File: src/rtl/multicycle_controller.sv
// multicycle_controller: main control FSM sequencing the multicycle RV32I datapath.
module multicycle_controller #(
  parameter bit TRAP_ON_ILLEGAL = 1'b1
) (
  input  logic       clk,
  input  logic       reset,
  input  logic [6:0] opcode,
  input  logic [2:0] funct3,
  input  logic       zero,
  input  logic       lt,
  input  logic       ltu,
  input  logic       mem_ready,
  output logic       pc_write,
  output logic       ir_write,
  output logic       adr_src,
  output logic       mem_write,
  output logic       reg_write,
  output logic [1:0] alu_src_a,
  output logic [1:0] alu_src_b,
  output logic [1:0] alu_op,
  output logic [1:0] result_src,
  output logic       instr_done,
  output logic       illegal,
  output logic [3:0] state_o
);
  typedef enum logic [3:0] {
    FETCH, DECODE, MEMADR, MEMREAD, MEMWB, MEMWRITE, EXECR, EXECI,
    ALUWB, BRANCH, JAL, JALR, LUI, AUIPC, TRAP
  } state_t;
  state_t state, next;
  logic taken, pc_upd, ir_upd;
  always_ff @(posedge clk) state <= reset ? FETCH : next;
  always_comb taken = funct3[2] ? ((funct3[1] ? ltu : lt) ^ funct3[0])
                                : (!funct3[1] && (zero ^ funct3[0]));
  always_comb begin
    next       = FETCH;
    pc_upd     = 1'b0;
    ir_upd     = 1'b0;
    adr_src    = 1'b0;
    mem_write  = 1'b0;
    reg_write  = 1'b0;
    alu_src_a  = 2'b00;
    alu_src_b  = 2'b00;
    alu_op     = 2'b00;
    result_src = 2'b00;
    illegal    = 1'b0;
    case (state)
      FETCH: begin
        alu_src_b  = 2'b10;
        result_src = 2'b10;
        pc_upd     = mem_ready;
        ir_upd     = mem_ready;
        next       = mem_ready ? DECODE : FETCH;
      end
      DECODE: begin
        alu_src_a = 2'b01;
        alu_src_b = 2'b01;
        case (opcode)
          7'b0000011, 7'b0100011: next = MEMADR;
          7'b0110011: next = EXECR;
          7'b0010011: next = EXECI;
          7'b1100011: next = BRANCH;
          7'b1101111: next = JAL;
          7'b1100111: next = JALR;
          7'b0110111: next = LUI;
          7'b0010111: next = AUIPC;
          default:    next = TRAP_ON_ILLEGAL ? TRAP : FETCH;
        endcase
      end
      MEMADR: begin
        alu_src_a = 2'b10;
        alu_src_b = 2'b01;
        next      = opcode[5] ? MEMWRITE : MEMREAD;
      end
      MEMREAD: begin
        adr_src = 1'b1;
        next    = mem_ready ? MEMWB : MEMREAD;
      end
      MEMWB: begin
        result_src = 2'b01;
        reg_write  = 1'b1;
      end
      MEMWRITE: begin
        adr_src   = 1'b1;
        mem_write = 1'b1;
        next      = mem_ready ? FETCH : MEMWRITE;
      end
      EXECR: begin
        alu_src_a = 2'b10;
        alu_op    = 2'b10;
        next      = ALUWB;
      end
      EXECI: begin
        alu_src_a = 2'b10;
        alu_src_b = 2'b01;
        alu_op    = 2'b10;
        next      = ALUWB;
      end
      ALUWB: reg_write = 1'b1;
      BRANCH: begin
        alu_src_a = 2'b10;
        alu_op    = 2'b01;
        pc_upd    = taken;
      end
      // PC takes the target already in ALUOut while the ALU forms the link value.
      JAL: begin
        alu_src_a = 2'b01;
        alu_src_b = 2'b10;
        pc_upd    = 1'b1;
        next      = ALUWB;
      end
      JALR: begin
        alu_src_a = 2'b10;
        alu_src_b = 2'b01;
        next      = JAL;
      end
      LUI: begin
        result_src = 2'b11;
        reg_write  = 1'b1;
      end
      AUIPC: begin
        alu_src_a = 2'b01;
        alu_src_b = 2'b01;
        next      = ALUWB;
      end
      TRAP: begin
        illegal = 1'b1;
        next    = TRAP;
      end
      default: ;
    endcase
  end
  assign pc_write   = pc_upd && !reset;
  assign ir_write   = ir_upd && !reset;
  assign instr_done = !reset && next == FETCH && state != FETCH && state != TRAP;
  assign state_o    = state;
endmodule

File: config.mk
export PLATFORM = sky130hd
export DESIGN_NAME = multicycle_controller
export DESIGN_NICKNAME = d
export VERILOG_FILES = /design/src/rtl/multicycle_controller.sv
export SDC_FILE = /design/constraint.sdc
export NUM_CORES = 1
export LEC_CHECK = 0
export CAP_MARGIN = 20
export CORE_UTILIZATION = 42
export DETAILED_ROUTE_END_ITERATION = 7
export HOLD_SLACK_MARGIN = 0.03
export PLACE_DENSITY = 0.83
export SLEW_MARGIN = 15
export SYNTH_ARGS = -nofsm -noshare
export SYNTH_HDL_FRONTEND = slang
export SYNTH_SLANG_ARGS = --single-unit
export TNS_END_PERCENT = 100
File: constraint.sdc
create_clock -name clk -period 3.4 [get_ports clk]
set_input_delay 0.68 -clock clk [delete_from_list [all_inputs] [get_ports clk]]
set_output_delay 0.68 -clock clk [all_outputs]
set_load 0.005 [all_outputs]
* Word level (Yosys, flattened, before mapping) *
Index checks and enable logic that the tools add are counted.

operators by class
  equal/unequal tests = 24
  multiplexer cells = 18
  bitwise logic cells = 2
  reduce and logical (&&, ||, !) cells = 20

operators by type and width
  kind                  number
  $pmux W4 S8           2
  $eq A4 B4 Y1 const B  7
  $eq A7 B6 Y1 const B  3
  $eq A7 B7 Y1 const B  3
  $eq A4 B3 Y1 const B  4
  $eq A7 B5 Y1 const B  2
  $pmux W2 S2           3
  $reduce_or A5 Y1      2
  $mux W3               3
  $eq A4 B2 Y1 const B  2
  $logic_not A4 Y1      2
  $mux W1               8
  $reduce_or A2 Y1      4
  $eq A7 B2 Y1 const B  1
  $logic_and A1 B1 Y1   6
  $pmux W2 S3           1
  $reduce_or A3 Y1      2
  $eq A4 B1 Y1 const B  1
  $ne A4 B4 Y1 const B  1
  $reduce_bool A4 Y1    1
  $reduce_or A4 Y1      1
  $pmux W1 S3           1
  $logic_not A1 Y1      2
  $xor A1 B1 Y1         2

word-level totals
  bits in registers = 4
  bits of input ports = 16

* Longest topological paths before layout *
Gate-level depths: netlist of run 1.

  word-level depth = 8
  depth in mapped cells = 6
  mapped depth without buffers = 4

* Least setup slack after synthesis of run 1 *
OpenSTA, ideal clock, no wires.

  path type = input-to-output
  from = input opcode[3]
  to = output instr_done
  arrival = 1468 ps
  required time = 2720 ps
  path slack = 1252 ps
  cell stages on the path = 4
  path buffers = 0
  path through = and3b_1 > o21ai_0 > a22oi_2 > and4_1

on the way
  word-level cells in the longest chain between the ends = 8
  elaborated cells on any way between the ends = 16
  classes of those cells = eq/ne (9); mux (2); reduce/logical (5)

RTL lines
  item                                          line  text
  start, declared                               7     input logic [6:0] opcode,
  $eq A7 B2 Y1 or $eq A7 B6 Y1 (tied branches)  58    case (opcode)
  $reduce_or A2 Y1                              58
  $pmux W4 S8 *                                 58
  $pmux W4 S8 *                                 47    case (state)
  $logic_not A4 Y1 *                            135   assign instr_done = !reset && next == FETCH && state != FETCH && state != TRAP;
  $logic_and A1 B1 Y1 * (3 in series)           135
  end, declared                                 22    output logic instr_done,

Mark *: on every way between the ends. The rest lies on a longest branch, timed or not.

* Worst setup path after layout of run 1 *
  from = input opcode[6]
  to = output instr_done

The elaborated chain is that of the path after synthesis.

==> results of run 1 <==
-- logic make-up after synthesis --
family / share of synthesized area
and+or+nand+nor: 0.418
AOI/OAI and AO/OA: 0.245
buffers and inverters: 0.104
xor gates and xnor gates: 0.0750
DFF: 0.114
muxes: 0.0446
-- cell type report --
type | count | area (µm²) | share of cell area
Multi-Input combinational cell | 76 | 548 | 0.532
Tap cell | 16 | 20.0 | 0.0194
Sequential cell | 4 | 80.1 | 0.0778
Timing Repair Buffer | 36 | 355 | 0.345
Inverter | 1 | 3.75 | 0.00365
Clock buffer | 3 | 22.5 | 0.0219
-- through the flow --
stage	total power, W	hold WS (ps)	util	cells	setup slack (ps)
after global routing	0.000385	892	0.676	136	16.0
after floorplan	0.000207	670	-	89	1250
final	0.000357	826	0.676	136	107
after global placement	0.000293	809	0.661	133	206
after detailed placement	0.000299	833	0.661	133	112
after CTS	0.000358	837	0.676	136	107
-- synthesized netlist by cell type (3+ instances only) --
library cell / count
nor2_1: 10
and3b_1: 3
nor2b_1: 4
nand2_1: 5
xnor2_1: 4
buf_6: 4
nor3_1: 4
dfxtp_1: 4
nor3b_1: 4
-- final timing paths --
| kind | startpoint | end | slack [ps] | cells after the start |
|---|---|---|---|---|
| worst max-delay path | opcode[6] | instr_done | 110 | 6 |
| worst min-delay path | state_o[1] | state_o[3] | 830 | 2 |
| worst max register to register | state_o[2] | state_o[2] | 1620 | 5 |
| worst min register to register | state_o[1] | state_o[3] | 830 | 2 |
-- power by group through the flow --
stage	clock network (W)	registers (W)	logic (W)
4_1_cts	0.0000584	0.0000874	0.000212
3_5_place_dp	0	0.0000882	0.000211
6_report	0.0000586	0.0000869	0.000211
2_1_floorplan	0	0.0000635	0.000144
5_1_grt	0.0000621	0.0000907	0.000232
3_3_place_gp	0	0.0000860	0.000207
-- worst min-delay path: stages (launching register included) --
cell and delay, ps:
dfxtp_1 520, nand2_1 140, a311oi_1 100
-- per-layer routing --
layer | track usage | vias up
li1 | - | 396
met1 | 0.253 | 383
met2 | 0.421 | 26
met3 | 0.0213 | 0
met4 | 0.0688 | 0
met5 | 0 | -
-- placed cells by master (no fill, tap or decap), types with 3 or more instances in the layout --
master,netlist,layout
clkdlybuf4s50_1,0,34
nor2_1,10,10
nand2_1,5,5
nor2b_1,4,4
xnor2_1,4,4
nor3_1,4,4
nor3b_1,4,4
dfxtp_1,4,4
and3b_1,3,3
clkbuf_4,0,3
==> impl_metrics.csv, run 1 <==
group,metric,value,unit
status,outcome,"finished clean",
timing,skew,0.259,ps
routing,route.final.wire_length,1880,µm
timing,tightest_slew,701,ps
global_route,grt_start_max_net_pins,21,
logic_synthesis,yosys_warnings,0,
setup_path,crit_family,"buffers and inverters",
routing,wl_met3,75,µm
setup_path,cp_slowest_stage_delay,540,ps
clock_network,clock_path_buffers,2,
logic_synthesis,synth.area.top_cells,"dfxtp_1 (11%), buf_6 (6.4%), nor2_1 (5.4%), xnor2_1 (5.0%), nor3b_1 (4.3%)",
place,dpl-instance-area,1010,µm²
global_route,grt_pass1_vias,788,
setup_path,worst-endpoint-required,2720,ps
logic_synthesis,synth_top_area_frac,0.114,
timing,hold_viol_final,0,
power_and_ir_drop,p_sw,0.000131,W
place,globalplace.congestion,0.788,
timing,rsz0062_at_grt,"false",
clock_network,cts_resized,0,
setup_path,timing_worst_setup_path_type,"in2out",
power_and_ir_drop,clkPwrFrac,0.164,
place,portBuffers,34,
routing,m1WireLength,807,µm
power_and_ir_drop,internal_power,0.000225,W
routing,dr_total_vias,805,
logic_synthesis,synth_edf_count,0,
power_and_ir_drop,p_sw_frac,0.368,
final_layout,layout.nets,138,
power_and_ir_drop,comb_power_share,0.592,
clock_network,cts_hold_buf,0,
logic_synthesis,ys_seq_area_frac,0.114,
setup_path,crit_fanout,6,
setup_path,crit_arrival,2610,ps
routing,viasPerCell,5.92,
routing,wl_met2,993,µm
floorplan,pin_count,35,
floorplan,die_height,42.8,µm
timing,finalSetupViolations,0,
setup_path,critPathCaptureType,"output pin",
timing,fin_crit_sh,0.969,
timing,relSlewSlack,0.532,
global_route,grtUsageTotal,0.222,
power_and_ir_drop,p_leak,0.396,nW
place,dp_hpwl,1450,µm
clock_network,cts_setup_buffers,0,
clock_network,clock_sink_count,4,
global_route,antenna_found_initial,0,
final_layout,num-fill-cells,141,
routing,ant_nets,0,
logic_synthesis,synth_area,701,µm²
power_and_ir_drop,power_density,346,nW/µm²
clock_network,clk_pin_slew_worst_paths,40,ps
final_layout,drive_gt1_frac,0.108,
logic_synthesis,synthArstFlopShare,0,
final_layout,area_growth,47.0,%
timing,clock.fmax,304,MHz
routing,drcViolationCount,0,
floorplan,dieArea,1840,µm²
clock_network,clk_latency,230,ps
power_and_ir_drop,seqPwrFrac,0.244,
timing,period_needed,3290,ps
final_layout,antennaDiodeCount,0,
routing,dr.pass1.iters,4,
timing,finalMaxSlewViolations,0,
routing,dr.first_iter.drc_count,23,
floorplan,die_w,42.8,µm
logic_synthesis,yosys.area.top_type,"dfxtp_1",
setup_path,crit_chain,"clkdlybuf4s50_1, nor4bb_1, o21ai_0, a22oi_2, and4_1, clkdlybuf4s50_1",
final_layout,design_area,1030,µm²
floorplan,start_util,0.460,
routing,top_layer,"met3",
logic_synthesis,syn_inst,89,
flow_run,max_cap_viol_count,0,
logic_synthesis,ys_ff_latch,4,
timing,setup_tns,0,ps
setup_path,critPathSlowestCell,"clkdlybuf4s50_1",
setup_path,path_common_cell,"clkdlybuf4s50_1",
logic_synthesis,synth_ff_type,"dfxtp_1",
floorplan,core.rowCount,14,
final_layout,largest_register_ffs,4,
logic_synthesis,syn-num-nets,105,
clock_network,cts_tree,"yes",
routing,wl_per_cell,13.8,µm
floorplan,coreArea,1520,µm²
logic_synthesis,synth_cell_types,45,
logic_synthesis,syn_avg_cell_area,7.87,µm²
worst_hold_path,hold_class,"reg2reg",
clock_network,cts_buffers,3,
clock_network,h-tree-depth,1,
power_and_ir_drop,peakVddDrop,0.261,mV
global_route,grt_first_pass_wirelength,3300,µm
setup_path,critPathBufInv,2,
global_route,grt_overflow_total,0,
setup_path,worstSetupStartpointType,"primary input",
clock_network,cts_root_buffer,"clkbuf_4",
No activity file was read; power rests on OpenSTA's default activity.
==> run 2, diff against run 1 <==
--- a/config.mk
+++ b/config.mk
@@ -6,10 +6,11 @@
 export NUM_CORES = 1
 export LEC_CHECK = 0
 export CAP_MARGIN = 20
+export CORE_ASPECT_RATIO = 1.25
 export CORE_UTILIZATION = 42
 export DETAILED_ROUTE_END_ITERATION = 7
 export HOLD_SLACK_MARGIN = 0.03
-export PLACE_DENSITY = 0.83
+export PLACE_DENSITY_LB_ADDON = 0.3
 export SLEW_MARGIN = 15
 export SYNTH_ARGS = -nofsm -noshare
 export SYNTH_HDL_FRONTEND = slang
==> run 2 against run 1 <==
  * The run now ends with DRC left
  * Non-clock buffer count unchanged
  * First-iteration DRC count stayed put
  * Worst hold slack lost 46 ps
  * Fmax up 0.42%
  * Highest routed layer is now met4
  * Clock power up 3%
  * Die area about the same
  * Final cell count increased by 1.5%
  * Global-route usage increased by 0.12 points
  * Largest cell class unchanged
  * Flip-flop and latch count unchanged
  * Critical path type unchanged
==> impl_metrics.csv, run 2 (same netlist as run 1, synthesis figures left out) <==
group,metric,value,unit
routing,viasPerCell,5.81,
status,violations,"DRC",
final_layout,layout.nets,138,
routing,drcViolationCount,3,
clock_network,clk_pin_slew_worst_paths,40,ps
global_route,antenna_found_initial,0,
timing,hold_ws,780,ps
place,dp_hpwl,1440,µm
power_and_ir_drop,peakVddDrop,0.159,mV
place,globalplace.congestion,0.855,
place,dp_slack,166,ps
setup_path,r2r_cells,4,
setup_path,setup.worst_path.end,"instr_done",
timing,finalMaxSlewViolations,0,
timing,fin_crit_sh,0.965,
floorplan,pin_count,35,
global_route,grt_first_pass_wirelength,2930,µm
flow_run,max_cap_viol_count,0,
setup_path,crit_arrival,2600,ps
clock_network,cts_tree,"yes",
global_route,grt_overflow_total,0,
final_layout,area_growth,48.2,%
floorplan,core.rowCount,16,
place,portBuffers,34,
clock_network,clock_sink_count,4,
floorplan,die_w,38.5,µm
setup_path,worstSetupStartpointType,"primary input",
routing,dr_total_vias,802,
timing,finalSetupViolations,0,
floorplan,dieArea,1840,µm²
setup_path,worst-endpoint-required,2720,ps
power_and_ir_drop,power_density,347,nW/µm²
routing,dr.first_iter.drc_count,23,
setup_path,r2r_end,"state_o[2]",
timing,tightest_slew,695,ps
routing,dr.pass1.iters,8,
setup_path,path_common_cell,"clkdlybuf4s50_1",
timing,period_needed,3280,ps
floorplan,coreArea,1560,µm²
power_and_ir_drop,internal_power,0.000226,W
timing,setup_slack,120,ps
setup_path,crit_chain,"clkdlybuf4s50_1, nor4bb_2, o21ai_1, a22oi_2, and4_1, clkdlybuf4s50_1",
setup_path,critPathCaptureType,"output pin",
global_route,grt_pass1_vias,694,
floorplan,start_util,0.449,
setup_path,timing_worst_setup_path_type,"in2out",
power_and_ir_drop,p_leak,0.396,nW
routing,wl_per_cell,14.1,µm
setup_path,crit_fanout,6,
timing,relSlewSlack,0.536,
final_layout,layout_common_cells,"clkdlybuf4s50_1 (34), nor2_1 (10), nand2_1 (5)",
clock_network,clk_latency,240,ps
routing,ant_nets,0,
global_route,grt_start_max_net_pins,19,
timing,hold_viol_final,0,
clock_network,h-tree-depth,1,
setup_path,critPathBufInv,2,
setup_path,r2r-start,"state_o[1]",
routing,route.final.wire_length,1950,µm
setup_path,crit_family,"buffers and inverters",
setup_path,r2r_slack,1680,ps
timing,clock.fmax,305,MHz
floorplan,die_height,47.7,µm
timing,skew,3.59,ps
clock_network,clock_path_buffers,2,
final_layout,largest_register_ffs,4,
final_layout,drive_gt1_frac,0.117,
global_route,grtUsageTotal,0.223,
clock_network,cts_root_buffer,"clkbuf_4",
power_and_ir_drop,seqPwrFrac,0.237,
setup_path,critPathSlowestCell,"clkdlybuf4s50_1",
setup_path,cp.depth,6,
power_and_ir_drop,comb_power_share,0.595,
power_and_ir_drop,p_sw,0.000135,W
clock_network,cts_buffers,3,
final_layout,antennaDiodeCount,0,
power_and_ir_drop,p_sw_frac,0.374,
setup_path,cp_slowest_stage_delay,540,ps
timing,setup_tns,0,ps
status,outcome,"finished with violations",
final_layout,final_common_cell,"clkdlybuf4s50_1",
worst_hold_path,hold_class,"reg2reg",
power_and_ir_drop,clkPwrFrac,0.167,
setup_path,startpoint,"opcode[6]",
==> run 2: cell counts in the layout (fill, tap and decap cells not counted) <==
No cell type changed its count.
==> run 2: routing by layer <==
metal  part of all wire  vias to the layer above  track usage
met1               0.41                      378        0.254
met4              0.018                        0       0.0828
met3              0.027                        4       0.0465
met5                  0                        -            0
met2               0.55                       23        0.403
li1                   -                      397            -
==> run 2: power groups by stage <==
stage / clock, W / sequential (W) / combinational (W)
after global placement: 0 / 0.0000846 / 0.000209
after global routing: 0.0000661 / 0.0000878 / 0.000234
after floorplan: 0 / 0.0000635 / 0.000144
after CTS: 0.0000630 / 0.0000849 / 0.000214
after detailed placement: 0 / 0.0000856 / 0.000214
final: 0.0000603 / 0.0000856 / 0.000215
==> run 2: cell type report <==
cell class              count  area (µm²)
multi-input cells          76         554
fillers                   137         523
repair buffers             36         355
flip-flops and latches      4        80.1
clock buffers               3        22.5
well taps                  18        22.5
inverters                   1        3.75
==> run 2: repair_timing <==
action                     4_1_cts  5_1_grt
hold buffers                     0        0
gates resized for setup          0        2
setup endpoints to repair        0        1
buffers inserted                 0        0
==> run 2: worst min path at each step <==
stage | startpoint | to | slack (ps) | cells after the start
floorplan | state_o[3] | state_o[2] | 670 | 3
global placement | state_o[1] | state_o[3] | 780 | 2
detailed placement | state_o[3] | state_o[3] | 770 | 1
CTS | state_o[3] | state_o[3] | 780 | 1
global route | state_o[1] | state_o[3] | 840 | 2
finish | state_o[3] | state_o[3] | 780 | 1
==> run 2: through the flow <==
step / total power (W) / utilization / area, µm² / instances
after floorplan: 0.000207 / - / 701 / 89
after global placement: 0.000293 / 0.647 / 1010 / 135
after detailed placement: 0.000299 / 0.647 / 1010 / 135
after CTS: 0.000362 / 0.661 / 1030 / 138
after global routing: 0.000388 / 0.665 / 1040 / 138
final: 0.000361 / 0.665 / 1040 / 138
==> run 2: worst register-to-register path, stage by stage (launching register included) <==
cell and delay [ps]:
dfxtp_1 760, nor2b_1 430, a22o_1 220, a211oi_2 80, a21oi_1 160
==> run 3, diff against run 2 <==
--- a/config.mk
+++ b/config.mk
@@ -6,8 +6,8 @@
 export NUM_CORES = 1
 export LEC_CHECK = 0
 export CAP_MARGIN = 20
-export CORE_ASPECT_RATIO = 1.25
-export CORE_UTILIZATION = 42
+export CORE_UTILIZATION = 44
+export CTS_BUF_LIST = sky130_fd_sc_hd__clkbuf_2 sky130_fd_sc_hd__clkbuf_4 sky130_fd_sc_hd__clkbuf_8
 export DETAILED_ROUTE_END_ITERATION = 7
 export HOLD_SLACK_MARGIN = 0.03
 export PLACE_DENSITY_LB_ADDON = 0.3
==> run 3 against run 2 <==
  * The flow now finishes without violations
  * Fmax up 0.13%
  * Worst hold slack better by 19 ps
  * Critical path depth did not move
  * Total power shrank 0.57%
  * Critical path type unchanged
  * Critical endpoint unchanged
  * Die area down 4.4%
  * Worst setup slack better by 4.1 ps
  * Largest cell class unchanged
  * Register-to-register slack lost 30 ps
  * Highest routed layer unchanged
  * Wire length decreased by 0.67%
==> impl_metrics.csv, run 3 (same netlist as run 1, synthesis figures left out) <==
group,metric,value,unit
global_route,grtUsageTotal,0.223,
routing,drcViolationCount,0,
final_layout,layout.nets,138,
place,globalplace.congestion,0.902,
clock_network,cts_setup_buffers,0,
setup_path,timing_worst_setup_path_type,"in2out",
timing,skew,1.03,ps
timing,setup_slack,125,ps
timing,hold_viol_final,0,
clock_network,cts_hold_buf,0,
power_and_ir_drop,peakVddDrop,0.221,mV
floorplan,dieArea,1760,µm²
final_layout,layout_common_cells,"clkdlybuf4s50_1 (34), nor2_1 (10), nand2_1 (5)",
routing,route.final.wire_length,1940,µm
global_route,grt_start_max_net_pins,20,
timing,hold_ws,799,ps
floorplan,coreArea,1490,µm²
timing,finalMaxSlewViolations,0,
clock_network,h-tree-depth,1,
global_route,grt_use_met3,0.0261,
final_layout,area_growth,47.0,%
setup_path,worstSetupStartpointType,"primary input",
power_and_ir_drop,power_density,348,nW/µm²
place,dp_slack,147,ps
timing,setup_tns,0,ps
timing,rsz0062_at_grt,"false",
status,outcome,"finished clean",
routing,dr_total_vias,810,
setup_path,crit_fanout,6,
floorplan,die_height,41.9,µm
setup_path,worst-endpoint-required,2720,ps
timing,period_needed,3280,ps
place,dp_hpwl,1470,µm
floorplan,pin_count,35,
timing,fin_crit_sh,0.963,
routing,ant_nets,0,
routing,wl_per_cell,14.3,µm
routing,dr.first_iter.drc_count,12,
global_route,grt.met1_usage,0.261,
clock_network,cts_tree,"yes",
floorplan,start_util,0.471,
timing,clock.fmax,305,MHz
power_and_ir_drop,p_leak,0.396,nW
place,portBuffers,34,
clock_network,cts_root_buffer,"clkbuf_4",
clock_network,cts_buffers,3,
worst_hold_path,hold_class,"reg2reg",
clock_network,clock_sink_count,4,
global_route,grt.busiest_layer,"met2",
setup_path,crit_arrival,2600,ps
clock_network,clk_pin_slew_worst_paths,40,ps
global_route,grt_first_pass_wirelength,3140,µm
clock_network,clock_path_buffers,2,
global_route,grt_overflow_total,0,
clock_network,cts_resized,0,
final_layout,final_common_cell,"clkdlybuf4s50_1",
final_layout,drive_gt1_frac,0.108,
setup_path,critPathCaptureType,"output pin",
setup_path,r2r_cells,5,
worst_hold_path,holdPathStages,2,
flow_run,max_cap_viol_count,0,
timing,relSlewSlack,0.548,
global_route,grt_pass1_vias,706,
final_layout,largest_register_ffs,4,
timing,tightest_slew,678,ps
global_route,antenna_found_initial,0,
floorplan,core.rowCount,14,
clock_network,clk_latency,230,ps
routing,dr.pass1.iters,4,
global_route,use_met2,0.419,
routing,viasPerCell,5.96,
floorplan,die_w,41.9,µm
timing,finalSetupViolations,0,
final_layout,antennaDiodeCount,0,
run 3: path summary, 6_finish.rpt:
path                                  from    endpoint  slack (ps)
worst max-delay path             opcode[6]  instr_done         120
worst max register to register  state_o[2]  state_o[2]        1650
worst min register to register  state_o[1]  state_o[3]         800
worst min-delay path            state_o[1]  state_o[3]         800
run 3: metrics by stage:
stage,cells,util,total power [W],instance area (µm²)
3_3_place_gp,133,0.676,0.000294,1010
6_report,136,0.692,0.000359,1030
4_1_cts,136,0.692,0.000360,1030
3_5_place_dp,133,0.676,0.000299,1010
5_1_grt,136,0.692,0.000383,1030
2_1_floorplan,89,-,0.000207,701
run 3: report_power, final:
part / internal, W / switching (W) / leakage, nW
clock: 0.0000396 / 0.0000202 / 0.0138
combinational: 0.000132 / 0.0000796 / 0.349
sequential: 0.0000538 / 0.0000333 / 0.0329
run 3: metal layers:
metal / up-vias / share of wire
li1: 395 / -
met1: 370 / 0.41
met2: 43 / 0.52
met3: 2 / 0.062
met4: 0 / 0.012
met5: - / 0
run 3: critical path: stages:
cell and delay (ps):
clkdlybuf4s50_1 540, nor4bb_1 270, o21ai_0 170, a22oi_2 220
and4_1 210, clkdlybuf4s50_1 490
run 3: final cells by class:
cell class                 count  area [µm²]
multi-input combinational     76         548
tap                           16        20.0
sequential                     4        80.1
inverter                       1        3.75
timing repair buffer          36         355
clock buffer                   3        22.5
fill                         129         459
